===== config.mk =====
export PLATFORM = sky130hd
export DESIGN_NAME = ifetch_stage
export DESIGN_NICKNAME = d
export VERILOG_FILES = /design/src/rtl/lc3b_types_pkg.sv /design/src/rtl/ifetch_stage_sat_counter.sv /design/src/rtl/ifetch_stage.sv
export SDC_FILE = /design/constraint.sdc
export NUM_CORES = 1
export LEC_CHECK = 0
export CAP_MARGIN = 20
export CELL_PAD_IN_SITES_DETAIL_PLACEMENT = 0
export CELL_PAD_IN_SITES_GLOBAL_PLACEMENT = 1
export CORE_MARGIN = 4
export CORE_UTILIZATION = 40
export CTS_BUF_LIST = sky130_fd_sc_hd__clkbuf_8
export DETAILED_ROUTE_END_ITERATION = 12
export GPL_TIMING_DRIVEN = 0
export PLACE_DENSITY = 0.85
export SYNTH_ARGS = -nofsm -noshare
export SYNTH_HDL_FRONTEND = slang
export SYNTH_HIERARCHICAL = 1
export SYNTH_SLANG_ARGS = --single-unit

===== constraint.sdc =====
create_clock -name clk -period 2.75 [get_ports clk]
set_input_delay 0.55 -clock clk [delete_from_list [all_inputs] [get_ports clk]]
set_output_delay 0.55 -clock clk [all_outputs]
set_load 0.1 [all_outputs]

===== src/rtl/lc3b_types_pkg.sv =====
// lc3b_types: shared LC-3b word/opcode types plus the fetch-stage state encoding
package lc3b_types;
  typedef logic [15:0] lc3b_word;
  typedef logic [3:0] lc3b_opcode;
  typedef enum logic [1:0] {FETCH, FLUSH, VALID} ifetch_state_t;
  localparam lc3b_word LC3B_INSTR_BYTES = 16'd2;
endpackage


===== src/rtl/ifetch_stage_sat_counter.sv =====
// sat_counter: event counter that sticks at its all-ones value
module sat_counter #(
  parameter int WIDTH = 16
) (
  input  logic             clk,
  input  logic             rst_n,
  input  logic             inc,
  output logic [WIDTH-1:0] count
);
  // count qualifying events, never wrapping past all-ones
  always_ff @(posedge clk or negedge rst_n)
    if (!rst_n) count <= '0;
    else if (inc && count != '1) count <= count + 1'b1;
endmodule


===== src/rtl/ifetch_stage.sv =====
// ifetch_stage: LC-3b fetch front end with PC, imem handshake, stall and redirect; IFETCH_PERF_EN adds perf counters
module ifetch_stage
  import lc3b_types::*;
#(
  parameter logic [15:0] RESET_PC = 16'h0000
) (
  input  logic        clk,
  input  logic        rst_n,
  output logic        imem_read,
  output logic [15:0] imem_address,
  input  logic [15:0] imem_rdata,
  input  logic        imem_resp,
  input  logic        stall,
  input  logic        redirect,
  input  logic [15:0] redirect_pc,
  output logic        if_valid,
  output logic [15:0] if_ir,
  output logic [3:0]  if_opcode,
  output logic [15:0] if_pc,
  output logic [15:0] if_pc_plus2
`ifdef IFETCH_PERF_EN
  ,
  output logic [15:0] perf_wait_cycles,
  output logic [15:0] perf_flushes
`endif
);
  ifetch_state_t state, state_n;
  lc3b_word pc, pc_n, fetch_addr, fetch_addr_n, ir_n, ipc_n;
  lc3b_word rpc;
  assign rpc = {redirect_pc[15:1], 1'b0};
  assign imem_read = state == FETCH || state == FLUSH;
  assign imem_address = fetch_addr;
  assign if_valid = state == VALID;
  assign if_opcode = if_ir[15:12];
  assign if_pc_plus2 = if_pc + LC3B_INSTR_BYTES;
  // state and datapath registers
  always_ff @(posedge clk or negedge rst_n)
    if (!rst_n) begin
      state <= FETCH;
      pc <= RESET_PC;
      fetch_addr <= RESET_PC;
      if_ir <= '0;
      if_pc <= '0;
    end else begin
      state <= state_n;
      pc <= pc_n;
      fetch_addr <= fetch_addr_n;
      if_ir <= ir_n;
      if_pc <= ipc_n;
    end
  // next state: a redirect always wins, a response in FLUSH is thrown away
  always_comb begin
    state_n = state;
    pc_n = pc;
    fetch_addr_n = fetch_addr;
    ir_n = if_ir;
    ipc_n = if_pc;
    case (state)
      FETCH:
        if (redirect) begin
          pc_n = rpc;
          fetch_addr_n = imem_resp ? rpc : fetch_addr;
          state_n = imem_resp ? FETCH : FLUSH;
        end else if (imem_resp) begin
          ir_n = imem_rdata;
          ipc_n = fetch_addr;
          pc_n = fetch_addr + LC3B_INSTR_BYTES;
          state_n = VALID;
        end
      FLUSH: begin
        pc_n = redirect ? rpc : pc;
        fetch_addr_n = imem_resp ? (redirect ? rpc : pc) : fetch_addr;
        state_n = imem_resp ? FETCH : FLUSH;
      end
      VALID:
        if (redirect) begin
          pc_n = rpc;
          fetch_addr_n = rpc;
          state_n = FETCH;
        end else if (!stall) begin
          fetch_addr_n = pc;
          state_n = FETCH;
        end
      default: state_n = FETCH;
    endcase
  end
`ifdef IFETCH_PERF_EN
  sat_counter #(.WIDTH(16)) u_wait (
    .clk(clk), .rst_n(rst_n), .inc(imem_read && !imem_resp), .count(perf_wait_cycles)
  );
  sat_counter #(.WIDTH(16)) u_flush (
    .clk(clk), .rst_n(rst_n), .inc(redirect), .count(perf_flushes)
  );
`endif
endmodule


==> qor.json <==
{
  "endpoint_kind": {"value": "output pin"},
  "run_status": {"value": "completed"},
  "placeableCoreArea": {"value": 8300, "unit": "um^2"},
  "yosysWarnings": {"value": 6},
  "netlist_top_cells_area": {"value": "sky130_fd_sc_hd__dfrtp_1 48%, sky130_fd_sc_hd__mux2_1 9.1%, sky130_fd_sc_hd__xnor2_1 4.6%"},
  "antenna_found_initial": {"value": 0},
  "clock_skew": {"value": 0.0132, "unit": "ns"},
  "timing_max_transition_violations_final": {"value": 0},
  "synth_enable_flop_cells": {"value": 0},
  "synth_flop_cell": {"value": "sky130_fd_sc_hd__dfrtp_1"},
  "vias_per_inst": {"value": 5.30},
  "post_drt_wl_per_cell": {"value": 16.8, "unit": "um"},
  "slew-limit-headroom": {"value": 33.6, "unit": "%"},
  "finalWirelength": {"value": 9050, "unit": "um"},
  "synth.distinct_cells": {"value": 43},
  "holdCritPathClass": {"value": "primary input to asynchronous set/reset pin"},
  "ctsLongestPathBuffers": {"value": 2},
  "post_route_cells_drive_above_1_share": {"value": 19.8, "unit": "%"},
  "cts_root_buf": {"value": "sky130_fd_sc_hd__clkbuf_8"},
  "worstPathCellList": {"value": "and3_1 > nand3_1 > xnor2_2 > clkdlybuf4s15_1"},
  "cts.hold.buffers_added": {"value": 0},
  "crit_slowest_cell": {"value": "sky130_fd_sc_hd__clkdlybuf4s15_1"},
  "finalSetupViolCount": {"value": 0},
  "startpoint_type": {"value": "flip-flop"},
  "rows": {"value": 33},
  "post_cts_buffers": {"value": 0},
  "crit_path_max_fanout": {"value": 7},
  "layout-area-overhead-vs-synth": {"value": 44.1, "unit": "%"},
  "cts_inserted_buffers": {"value": 9},
  "syn-mean-instance-area": {"value": 11.0, "unit": "um^2"},
  "depth_of_the_worst_register_to_register_path": {"value": 6},
  "drt-initial-drc-count": {"value": 133},
  "finalWorstPathRequiredPeriod": {"value": 2.66, "unit": "ns"},
  "finalHoldViolations": {"value": 0},
  "global_route_wire_length_before_repair": {"value": 14800, "unit": "um"},
  "drv.max_cap_violation_count": {"value": 0},
  "yosysSeqAreaShare": {"value": 47.9, "unit": "%"},
  "boundaryPins": {"value": 107},
  "clock_insertion_delay_worst_skew": {"value": 0.34, "unit": "ns"},
  "grt_usage": {"value": 18.5, "unit": "%"},
  "simple_gate_area_share_of_the_yosys_netlist": {"value": 12.8, "unit": "%"},
  "synth_area": {"value": 3450, "unit": "um^2"},
  "timing.setup.tns": {"value": 0, "unit": "ns"},
  "initial_utilization": {"value": 41.6, "unit": "%"},
  "die_w": {"value": 101, "unit": "um"},
  "detailedPlacementHpwl": {"value": 6740, "unit": "um"},
  "placed_cells": {"value": 523},
  "multi_input_comb_area": {"value": 1810, "unit": "um^2"},
  "grt_setup_unrepaired": {"value": "true"},
  "achievable-frequency": {"value": 0.375, "unit": "GHz"},
  "post_synthesis_instance_total": {"value": 314},
  "worst_ep_required_time": {"value": 2.20, "unit": "ns"},
  "finalInstanceArea": {"value": 4970, "unit": "um^2"},
  "number_of_h_tree_levels": {"value": 3},
  "drc_violation_count_after_routing": {"value": 0},
  "max_stage_delay": {"value": 0.84, "unit": "ns"},
  "final_nets": {"value": 472},
  "syn-num-nets": {"value": 357},
  "worst_pin_slew": {"value": 0.993, "unit": "ns"},
  "timing.final.crit_share": {"value": 96.9, "unit": "%"},
  "quantity_of_i_o_buffers_inserted_on_ports": {"value": 104},
  "synth_top_family_by_area": {"value": "multiplexers"},
  "yosys_register_bits": {"value": 66},
  "global_route.overflow_total": {"value": 0},
  "post_synth_fa_ha_maj_area_fraction": {"value": 2.18, "unit": "%"},
  "worst_setup_hold_path_clk_slew": {"value": 0.08, "unit": "ns"},
  "diodes": {"value": 0},
  "tritoncts": {"value": "built"},
  "die_area": {"value": 10200, "unit": "um^2"},
  "fillerInstances": {"value": 721},
  "detail-route-antenna-nets": {"value": 0},
  "finalWeightedCongestion": {"value": 0.789},
  "grt_max_degree": {"value": 67},
  "drtPass1Iterations": {"value": 4},
  "via_count": {"value": 2855},
  "mostFrequentLayoutCells": {"value": "87 x sky130_fd_sc_hd__clkdlybuf4s50_1, 54 x sky130_fd_sc_hd__dfrtp_1, 28 x sky130_fd_sc_hd__mux2_1"},
  "clock_sink_count": {"value": 66},
  "seq_area": {"value": 1670, "unit": "um^2"},
  "synth_largest_area_cell": {"value": "sky130_fd_sc_hd__dfrtp_1"},
  "post_synth_xor_area_fraction": {"value": 6.35, "unit": "%"},
  "worstSetupPathType": {"value": "flip-flop to output pin"},
  "first_global_vias": {"value": 2877},
  "die_height": {"value": 101, "unit": "um"},
  "multiplexer_share_of_the_synthesized_area": {"value": 14.5, "unit": "%"},
  "layout_commonest_cell": {"value": "sky130_fd_sc_hd__clkdlybuf4s50_1"},
  "cp_data_arrival_time": {"value": 2.11, "unit": "ns"},
  "instances_no_fill": {"value": 539},
  "r2r_setup_slack": {"value": 0.80, "unit": "ns"},
  "compound_gate_fraction_of_synth_area": {"value": 11.6, "unit": "%"},
  "asyncSetResetFlopFracSynth": {"value": 100, "unit": "%"},
  "yosys.area.top_type_share": {"value": 47.9, "unit": "%"},
  "post_place_cell_area": {"value": 4820, "unit": "um^2"}
}
## repair_timing
item | in CTS | in global routing
gates resized for setup | 51 | 11
gates cloned | 0 | 0
setup endpoints to repair | 16 | 8
## path summary, 6_finish.rpt
check	from	to
hold reg to reg	if_ir[10]$_DFFE_PN0P_	if_ir[10]$_DFFE_PN0P_
setup reg to reg	state[0]$_DFFE_PN0P_	pc[7]$_DFFE_PN0P_
min in group clk	if_ir[10]$_DFFE_PN0P_	if_ir[10]$_DFFE_PN0P_
setup / recovery	if_pc[3]$_DFFE_PN0P_	if_pc_plus2[6]
hold / removal	rst_n	pc[1]$_DFFE_PN0P_
max in group asynchronous	rst_n	if_pc[1]$_DFFE_PN0P_
## registers in the layout, indices dropped and copies added, names as in the netlist
name,cells
if_pc,16
pc,16
state,2
if_ir,16
imem_address,16
## metal layers
layer / share of wire, % / up-vias / GRT usage, %
met5: 0 / - / 0
met4: 1.1 / 0 / 5.91
met3: 6.6 / 10 / 3.04
met2: 49 / 88 / 30.2
met1: 43 / 1405 / 25.2
li1: - / 1352 / -
## worst max-delay path, delay by kind of cell (launching register included)
kind | cells | cell delay, ns
flip-flops | 1 | 0.52
buffers and inverters | 1 | 0.84
AND/OR/NAND/NOR | 2 | 0.30
XOR/XNOR | 1 | 0.11
## stage by stage
step / util, % / hold slack (ns) / setup slack, ns
final: 59.9 / 0.310 / 0.0853
after global routing: 59.9 / 0.380 / -0.0199
after CTS: 59.7 / 0.338 / 0.00990
after detailed placement: 58.1 / 0.480 / -0.400
after global placement: 58.1 / 0.475 / -1.58
after floorplan: - / 0.254 / 0.00376
## synth_stat cells, drive strengths merged, types with 2 or more instances
cell    instances
a21oi          10
a22oi          12
and2            2
and3            2
and4            2
buf            18
clkbuf          2
dfrtp          66
ha              6
inv             8
mux2           31
mux2i          15
nand2          30
nand3          12
nand4           6
nor2           10
nor2b           3
nor3            5
nor4            5
o21ai          29
o22ai           7
xnor2          18
xor2            7
## logic make-up after synthesis
logic type / count (synthesis)
adders and majority gates: 6
and+or+nand+nor: 78
xor gates and xnor gates: 25
AOI/OAI and AO/OA: 65
buffers and inverters: 28
DFF: 66
muxes: 46
## cell type report
type,count,share of cell area [%]
repair buffers,104,20.5
clock buffers,10,2.77
multi-input cells,220,36.4
flip-flops and latches,66,33.7
clock inverters,6,0.705
inverters,8,0.604
plain buffers,20,2.69
well taps,105,2.64
Power is left out: the tool's default activity adds up to more than one toggle a clock period on the data nets, which glitch-free logic cannot reach.
